[config.mk]
export PLATFORM = sky130hd
export DESIGN_NAME = dense_layer_parallel
export DESIGN_NICKNAME = d
export VERILOG_FILES = /design/src/rtl/dense_pkg.sv /design/src/rtl/dense_mac_lane.sv /design/src/rtl/dense_layer_parallel.sv
export SDC_FILE = /design/constraint.sdc
export NUM_CORES = 2
export LEC_CHECK = 0
export CORE_ASPECT_RATIO = 1.1
export CORE_UTILIZATION = 50
export CTS_BUF_LIST = sky130_fd_sc_hd__clkbuf_8 sky130_fd_sc_hd__clkbuf_16
export DETAILED_ROUTE_END_ITERATION = 7
export PLACE_DENSITY = 0.74
export SLEW_MARGIN = 20
export SYNTH_ARGS = -nofsm -noshare
export SYNTH_HDL_FRONTEND = slang
export SYNTH_SLANG_ARGS = --single-unit
[constraint.sdc]
create_clock -name clk -period 12.75 [get_ports clk]
set_clock_uncertainty 0.2 [all_clocks]
set_input_delay 2.55 -clock clk [delete_from_list [all_inputs] [get_ports clk]]
set_output_delay 2.55 -clock clk [all_outputs]
set_load 0.01 [all_outputs]
[src/rtl/dense_pkg.sv]
// Shared types and arithmetic helper for the parallel int8 dense-layer engine.
package dense_pkg;

    localparam int CFG_W = 16;

    typedef enum logic [2:0] {
        IDLE = 3'd0,
        BIAS = 3'd1,
        MAC  = 3'd2,
        EMIT = 3'd3,
        DONE = 3'd4
    } dense_par_state_t;

    typedef struct packed {
        logic [CFG_W-1:0] in_size;
        logic [CFG_W-1:0] out_size;
        logic             relu;
        logic signed [7:0] zp;
    } dense_cfg_t;

    // (x - zp) needs 9 bits; the full product always fits in 17 signed bits.
    function automatic logic signed [16:0] mac_product(
        input logic signed [7:0] x,
        input logic signed [7:0] zp,
        input logic signed [7:0] w
    );
        logic signed [8:0]  diff;
        logic signed [16:0] diff_ext;
        logic signed [16:0] w_ext;
        diff     = {x[7], x} - {zp[7], zp};
        diff_ext = {{8{diff[8]}}, diff};
        w_ext    = {{9{w[7]}}, w};
        return diff_ext * w_ext;
    endfunction

endpackage

[src/rtl/dense_mac_lane.sv]
// One output-neuron accumulator: bias preload, then wrapping MAC of (x - zp) * w.
module dense_mac_lane
    import dense_pkg::*;
#(
    parameter int ACC_W = 32
) (
    input  logic                    clk,
    input  logic                    reset,
    input  logic                    load_bias,
    input  logic                    acc_en,
    input  logic [ACC_W-1:0]        bias,
    input  logic signed [7:0]       x,
    input  logic signed [7:0]       zp,
    input  logic signed [7:0]       w,
    output logic signed [ACC_W-1:0] acc
);

    logic signed [16:0] prod_s;

    // Product of the current operand pair
    always_comb begin
        prod_s = mac_product(x, zp, w);
    end

    // Accumulator: bias load has priority, additions wrap modulo 2^ACC_W
    always_ff @(posedge clk) begin
        if (reset) begin
            acc <= '0;
        end else if (load_bias) begin
            acc <= bias;
        end else if (acc_en) begin
            acc <= acc + {{(ACC_W-17){prod_s[16]}}, prod_s};
        end
    end

endmodule

[src/rtl/dense_layer_parallel.sv]
// Fully connected int8 layer, LANES neurons per group, results streamed out via valid/ready.
module dense_layer_parallel
    import dense_pkg::*;
#(
    parameter int MAX_IN_SIZE  = 256,
    parameter int MAX_OUT_SIZE = 64,
    parameter int LANES        = 4,
    parameter int ACC_W        = 32
) (
    input  logic                                               clk,
    input  logic                                               reset,
    input  logic                                               start,
    input  logic [$clog2(MAX_IN_SIZE+1)-1:0]                   cfg_in_size,
    input  logic [$clog2(MAX_OUT_SIZE+1)-1:0]                  cfg_out_size,
    input  logic                                               cfg_relu,
    input  logic signed [7:0]                                  cfg_input_zp,
    output logic                                               busy,
    output logic                                               done,
    output logic                                               err_cfg,
    output logic [$clog2(MAX_IN_SIZE)-1:0]                     tensor_ram_addr,
    output logic                                               tensor_ram_re,
    input  logic signed [7:0]                                  tensor_ram_dout,
    output logic [$clog2(MAX_IN_SIZE*MAX_OUT_SIZE/LANES)-1:0]  weight_rom_addr,
    output logic                                               weight_rom_re,
    input  logic [8*LANES-1:0]                                 weight_rom_dout,
    output logic [$clog2(MAX_OUT_SIZE/LANES)-1:0]              bias_rom_addr,
    output logic                                               bias_rom_re,
    input  logic [ACC_W*LANES-1:0]                             bias_rom_dout,
    output logic                                               out_valid,
    input  logic                                               out_ready,
    output logic signed [ACC_W-1:0]                            out_data,
    output logic [$clog2(MAX_OUT_SIZE)-1:0]                    out_idx
);

    localparam int IN_W   = $clog2(MAX_IN_SIZE + 1);
    localparam int OUT_W  = $clog2(MAX_OUT_SIZE + 1);
    localparam int TA_W   = $clog2(MAX_IN_SIZE);
    localparam int WA_W   = $clog2(MAX_IN_SIZE * MAX_OUT_SIZE / LANES);
    localparam int BA_W   = $clog2(MAX_OUT_SIZE / LANES);
    localparam int IDX_W  = $clog2(MAX_OUT_SIZE);
    localparam int LANE_W = (LANES > 1) ? $clog2(LANES) : 1;

    dense_par_state_t        state_r;
    dense_cfg_t              cfg_r;
    logic                    bphase_r;
    logic [IN_W-1:0]         k_r;
    logic [LANE_W-1:0]       lane_r;
    logic [BA_W-1:0]         g_r;
    logic [WA_W-1:0]         w_ptr_r;
    logic                    busy_r;
    logic                    done_r;
    logic                    err_cfg_r;
    logic [TA_W-1:0]         tensor_addr_r;
    logic                    tensor_re_r;
    logic [WA_W-1:0]         weight_addr_r;
    logic                    weight_re_r;
    logic [BA_W-1:0]         bias_addr_r;
    logic                    bias_re_r;
    logic                    out_valid_r;
    logic [IDX_W-1:0]        out_idx_r;

    logic                    cfg_ok_s;
    logic                    last_beat_s;
    logic                    group_end_s;
    logic                    load_bias_s;
    logic                    acc_en_s;
    logic signed [ACC_W-1:0] sel_acc_s;
    logic signed [ACC_W-1:0] out_data_s;
    logic signed [ACC_W-1:0] acc_s [LANES];

    // Start-time configuration check
    always_comb begin
        if (cfg_in_size == {IN_W{1'b0}} || cfg_in_size > IN_W'(MAX_IN_SIZE) ||
            cfg_out_size == {OUT_W{1'b0}} || cfg_out_size > OUT_W'(MAX_OUT_SIZE)) begin
            cfg_ok_s = 1'b0;
        end else begin
            cfg_ok_s = 1'b1;
        end
    end

    // Beat bookkeeping: last beat of the layer, and last beat of the current group
    always_comb begin
        if (CFG_W'(out_idx_r) + CFG_W'(1'b1) == cfg_r.out_size) begin
            last_beat_s = 1'b1;
        end else begin
            last_beat_s = 1'b0;
        end
        if (last_beat_s || lane_r == LANE_W'(LANES - 1)) begin
            group_end_s = 1'b1;
        end else begin
            group_end_s = 1'b0;
        end
    end

    // Lane strobes: bias data returns in BIAS cycle 2, MAC data one cycle after issue
    always_comb begin
        load_bias_s = (state_r == BIAS) && bphase_r;
        acc_en_s    = (state_r == MAC) && (k_r != {IN_W{1'b0}});
    end

    generate
        for (genvar l = 0; l < LANES; l++) begin : g_lane
            dense_mac_lane #(.ACC_W(ACC_W)) u_lane (
                .clk       (clk),
                .reset     (reset),
                .load_bias (load_bias_s),
                .acc_en    (acc_en_s),
                .bias      (bias_rom_dout[ACC_W*l +: ACC_W]),
                .x         (tensor_ram_dout),
                .zp        (cfg_r.zp),
                .w         (weight_rom_dout[8*l +: 8]),
                .acc       (acc_s[l])
            );
        end
    endgenerate

    // EMIT mux with ReLU; the lane pointer and accumulators hold during stalls
    always_comb begin
        sel_acc_s = acc_s[lane_r];
        if (!out_valid_r) begin
            out_data_s = '0;
        end else if (cfg_r.relu && sel_acc_s[ACC_W-1]) begin
            out_data_s = '0;
        end else begin
            out_data_s = sel_acc_s;
        end
    end

    // Control FSM, address generation and registered outputs
    always_ff @(posedge clk) begin
        if (reset) begin
            state_r       <= IDLE;
            cfg_r         <= '0;
            bphase_r      <= 1'b0;
            k_r           <= '0;
            lane_r        <= '0;
            g_r           <= '0;
            w_ptr_r       <= '0;
            busy_r        <= 1'b0;
            done_r        <= 1'b0;
            err_cfg_r     <= 1'b0;
            tensor_addr_r <= '0;
            tensor_re_r   <= 1'b0;
            weight_addr_r <= '0;
            weight_re_r   <= 1'b0;
            bias_addr_r   <= '0;
            bias_re_r     <= 1'b0;
            out_valid_r   <= 1'b0;
            out_idx_r     <= '0;
        end else begin
            done_r    <= 1'b0;
            err_cfg_r <= 1'b0;
            case (state_r)
                IDLE: begin
                    if (start && cfg_ok_s) begin
                        cfg_r.in_size  <= CFG_W'(cfg_in_size);
                        cfg_r.out_size <= CFG_W'(cfg_out_size);
                        cfg_r.relu     <= cfg_relu;
                        cfg_r.zp       <= cfg_input_zp;
                        state_r        <= BIAS;
                        busy_r         <= 1'b1;
                        bphase_r       <= 1'b0;
                        g_r            <= '0;
                        w_ptr_r        <= '0;
                        lane_r         <= '0;
                        out_idx_r      <= '0;
                        bias_re_r      <= 1'b1;
                        bias_addr_r    <= '0;
                    end else if (start) begin
                        err_cfg_r <= 1'b1;
                    end
                end
                BIAS: begin
                    if (!bphase_r) begin
                        bphase_r    <= 1'b1;
                        bias_re_r   <= 1'b0;
                        bias_addr_r <= '0;
                    end else begin
                        bphase_r      <= 1'b0;
                        state_r       <= MAC;
                        k_r           <= '0;
                        tensor_re_r   <= 1'b1;
                        tensor_addr_r <= '0;
                        weight_re_r   <= 1'b1;
                        weight_addr_r <= w_ptr_r;
                    end
                end
                MAC: begin
                    if (CFG_W'(k_r) == cfg_r.in_size) begin
                        // drain cycle: last products were just accumulated
                        state_r     <= EMIT;
                        k_r         <= '0;
                        lane_r      <= '0;
                        out_valid_r <= 1'b1;
                    end else begin
                        k_r     <= k_r + IN_W'(1'b1);
                        w_ptr_r <= w_ptr_r + WA_W'(1'b1);
                        if (CFG_W'(k_r) + CFG_W'(1'b1) < cfg_r.in_size) begin
                            tensor_re_r   <= 1'b1;
                            tensor_addr_r <= TA_W'(k_r + IN_W'(1'b1));
                            weight_re_r   <= 1'b1;
                            weight_addr_r <= w_ptr_r + WA_W'(1'b1);
                        end else begin
                            tensor_re_r   <= 1'b0;
                            tensor_addr_r <= '0;
                            weight_re_r   <= 1'b0;
                            weight_addr_r <= '0;
                        end
                    end
                end
                EMIT: begin
                    if (out_ready) begin
                        out_idx_r <= out_idx_r + IDX_W'(1'b1);
                        if (group_end_s) begin
                            out_valid_r <= 1'b0;
                            lane_r      <= '0;
                            if (last_beat_s) begin
                                state_r <= DONE;
                                done_r  <= 1'b1;
                            end else begin
                                state_r     <= BIAS;
                                bphase_r    <= 1'b0;
                                g_r         <= g_r + BA_W'(1'b1);
                                bias_re_r   <= 1'b1;
                                bias_addr_r <= g_r + BA_W'(1'b1);
                            end
                        end else begin
                            lane_r <= lane_r + LANE_W'(1'b1);
                        end
                    end
                end
                DONE: begin
                    state_r <= IDLE;
                    busy_r  <= 1'b0;
                end
                default: begin
                    state_r <= IDLE;
                    busy_r  <= 1'b0;
                end
            endcase
        end
    end

    assign busy            = busy_r;
    assign done            = done_r;
    assign err_cfg         = err_cfg_r;
    assign tensor_ram_addr = tensor_addr_r;
    assign tensor_ram_re   = tensor_re_r;
    assign weight_rom_addr = weight_addr_r;
    assign weight_rom_re   = weight_re_r;
    assign bias_rom_addr   = bias_addr_r;
    assign bias_rom_re     = bias_re_r;
    assign out_valid       = out_valid_r;
    assign out_data        = out_data_s;
    assign out_idx         = out_idx_r;

endmodule
==> impl_metrics.csv <==
group,metric,value,unit
final_layout,area_growth,15.4,%
worst_setup_path,crit_buf_inv,7,
clock_tree,htreeDepth,1,
clock_tree,holdBufCountCts,0,
clock_tree,cts_resized,0,
clock_tree,cts_tree,"done",
sta,relSlewSlack,0.288,
sta,layout_min_cycle_time,11460,ps
logic_synthesis,postSynthCellCount,3430,
sta,finalCritPeriodShare,0.899,
final_layout,fin_cells,4358,
grt,grt_pass1_wl,130000,um
drt,wl,82000,um
floorplanning,fp-row-count,90,
drt,routedWlPerCell,18.8,um
clock_tree,post_cts_buffers,0,
worst_setup_path,arrival,11710,ps
final_layout,stdcell_area,0.0325,mm2
drt,viasPerCell,5.76,
worst_setup_path,required,13000,ps
worst_setup_path,cp_top_family,"adder cells",
logic_synthesis,synth_edf_count,0,
worst_setup_path,endpoint_kind,"flip-flop",
logic_synthesis,synthFlopType,"dfxtp_1",
floorplanning,core_region_area,0.0552,mm2
drt,drc,0,
logic_synthesis,synth_top_cell_area_share,0.169,
worst_setup_path,r2r_start,"cfg_r[1]",
min_path,worstHoldStart,"tensor_ram_addr[7]",
grt,grt_usage,0.283,
grt,grt-ovfl-total,0,
sta,max_freq,87.2,MHz
clock_tree,clk_pin_slew,60,ps
final_layout,nFillCells,5072,
job,drv_cap,0,
drt,first_iter_violations,1808,
worst_setup_path,cp-start-kind,"input port",
floorplanning,ios,266,
sta,finalMaxSlewViolations,0,
worst_setup_path,worst-path-stages,39,
min_path,hold_path.class,"reg -> reg",
placed_design,io_buffers,265,
grt,grt_pass1_vias,24800,
worst_setup_path,reg2reg_depth,37,
logic_synthesis,yosys_register_bits,220,
final_layout,drive_gt1_frac,0.0437,
floorplanning,die_h,251,um
placed_design,dpl.cell_count,4305,
worst_setup_path,r2r_end,"g_lane[0].u_lane.acc[31]",
logic_synthesis,synth.avg_cell_area,8.20,um2
placed_design,hpwl,63700,um
drt,vias,25100,
clock_tree,clock-root-buffer,"clkbuf_16",
worst_setup_path,critPathMaxFanout,16,
placed_design,place.gp.congestion,0.964,
floorplanning,initial_core_util,0.510,
grt,grt_max_degree,103,
logic_synthesis,async_flop_share,0,
placed_design,placed_cell_area,0.0315,mm2
floorplanning,die_width,228,um
logic_synthesis,yosysSeqAreaShare,0.157,
floorplanning,die-area,0.0572,mm2
logic_synthesis,synth_area_leaders,"fa_1 17%, dfxtp_1 16%, ha_1 13%",
status,status,"finished clean",
logic_synthesis,yosysUniqueCellTypes,80,
worst_setup_path,slowest_stage,"xnor2_2",
clock_tree,cts_sinks,220,
sta,setup_violations,0,
logic_synthesis,yosys.area.top_type,"fa_1",
worst_setup_path,cp_common_cell,"inv_1",
sta,worst_pin_slew,1070,ps
logic_synthesis,yosysWarnings,0,
grt,antenna_found_initial,9,
min_path,whs_path_depth,2,
sta,rsz0062_at_grt,"false",
worst_setup_path,critPathKind,"in -> reg",
worst_setup_path,cpPeakStageDelay,660,ps
drt,ant_nets,0,
clock_tree,numCtsBuffers,26,
clock_tree,clk_latency,560,ps
drt,drt_pass1_iterations,7,
worst_setup_path,r2r_slack,3380,ps
logic_synthesis,syn_nets,4147,
sta,setup_tns,0,ps
final_layout,num-nets-final,4314,
clock_tree,clock_path_buffers,3,
min_path,min_to,"tensor_ram_addr[7]",
sta,hold_viol,0,
logic_synthesis,synth_area,0.0281,mm2
synth_stat cells (14+ instances only):
master and n:
mux2i_1 35, nor4_1 17, o211a_1 15, xor2_1 76, ha_1 283, and3_1 52, nor3_1 66, nand2_1 256
nand3_1 37, a31oi_1 33, o21bai_1 26, a22oi_1 14, nand4_1 17, o211ai_1 43, dfxtp_1 220, a311oi_1 15
a21o_1 88, o21ai_0 157, a211oi_1 52, and2_1 170, inv_1 374, xnor2_1 137, nor2_1 330, fa_1 237
clkbuf_1 142, nor2b_1 44, nand2b_1 22, mux4_2 32, o21a_1 32, a21oi_1 212, buf_1 14
cell usage in the layout (no fill, tap or decap), types with 33 or more instances in the layout:
cell type	n
inv_1	381
nor2_1	329
ha_1	283
clkdlybuf4s50_1	264
nand2_1	255
fa_1	237
dfxtp_1	217
a21oi_1	211
and2_1	170
o21ai_0	157
xnor2_1	133
a21o_1	88
xor2_1	74
nor3_1	66
a211oi_1	52
and3_1	51
nor2b_1	44
o211ai_1	43
nand3_1	36
mux2i_1	35
buf_4	35
a31oi_1	33
flip-flops by register name (all words and copies together) (netlist names), 3 cells and up:
name,flops
cfg_r,25
g_lane.u_lane.acc,128
out_idx,6
state_r,3
weight_rom_addr,12
tensor_ram_addr,8
k_r,9
bias_rom_addr,4
w_ptr_r,12
g_r,4
worst min-delay path: cells and delay by family (launching register included):
family / cells / cell delay [ps]
flip-flops: 1 / 310
AO/OA/AOI/OAI: 1 / 50
AND/OR/NAND/NOR: 1 / 50
worst max path at each step:
stage,from,to
global route,tensor_ram_dout[0],g_lane[0].u_lane.acc[31]
detailed placement,tensor_ram_dout[0],g_lane[0].u_lane.acc[31]
floorplan,tensor_ram_dout[0],g_lane[2].u_lane.acc[30]
CTS,tensor_ram_dout[0],g_lane[0].u_lane.acc[31]
finish,tensor_ram_dout[0],g_lane[0].u_lane.acc[31]
global placement,tensor_ram_dout[0],g_lane[0].u_lane.acc[27]
layout make-up:
type                       count  area (um2)  share of cell area
antenna                        5        12.5            0.000385
clock buffer                  28         678              0.0209
clock inverter                20         282             0.00867
inverter                     378        1420              0.0437
multi-input combinational   2670       21800               0.672
sequential                   220        4410               0.136
tap                          736         921              0.0284
timing repair buffer         301        2940              0.0905
logic make-up after synthesis:
logic type / synth area share
mux: 0.0397
xor+xnor: 0.0671
flops: 0.157
buf+inv: 0.0726
simple gates: 0.183
compound gates: 0.186
fa+ha+maj: 0.294
per-layer routing:
metal / track usage / share of wire / routed length, um
met5: 0 / 0.00059 / 48
met4: 0.109 / 0.041 / 3350
met3: 0.0523 / 0.074 / 6100
met2: 0.480 / 0.47 / 38700
met1: 0.356 / 0.41 / 33700
stage by stage:
step | utilization | setup WS (ps) | hold slack, ps
after global routing | 0.588 | 461 | 287
after global placement | 0.571 | 1020 | 245
after floorplan | - | 1770 | 249
after detailed placement | 0.571 | 816 | 247
after CTS | 0.588 | 1320 | 264
final | 0.588 | 1290 | 263
Power is left out: the tool's default activity adds up to more than one toggle a clock period on the data nets, which glitch-free logic cannot reach.
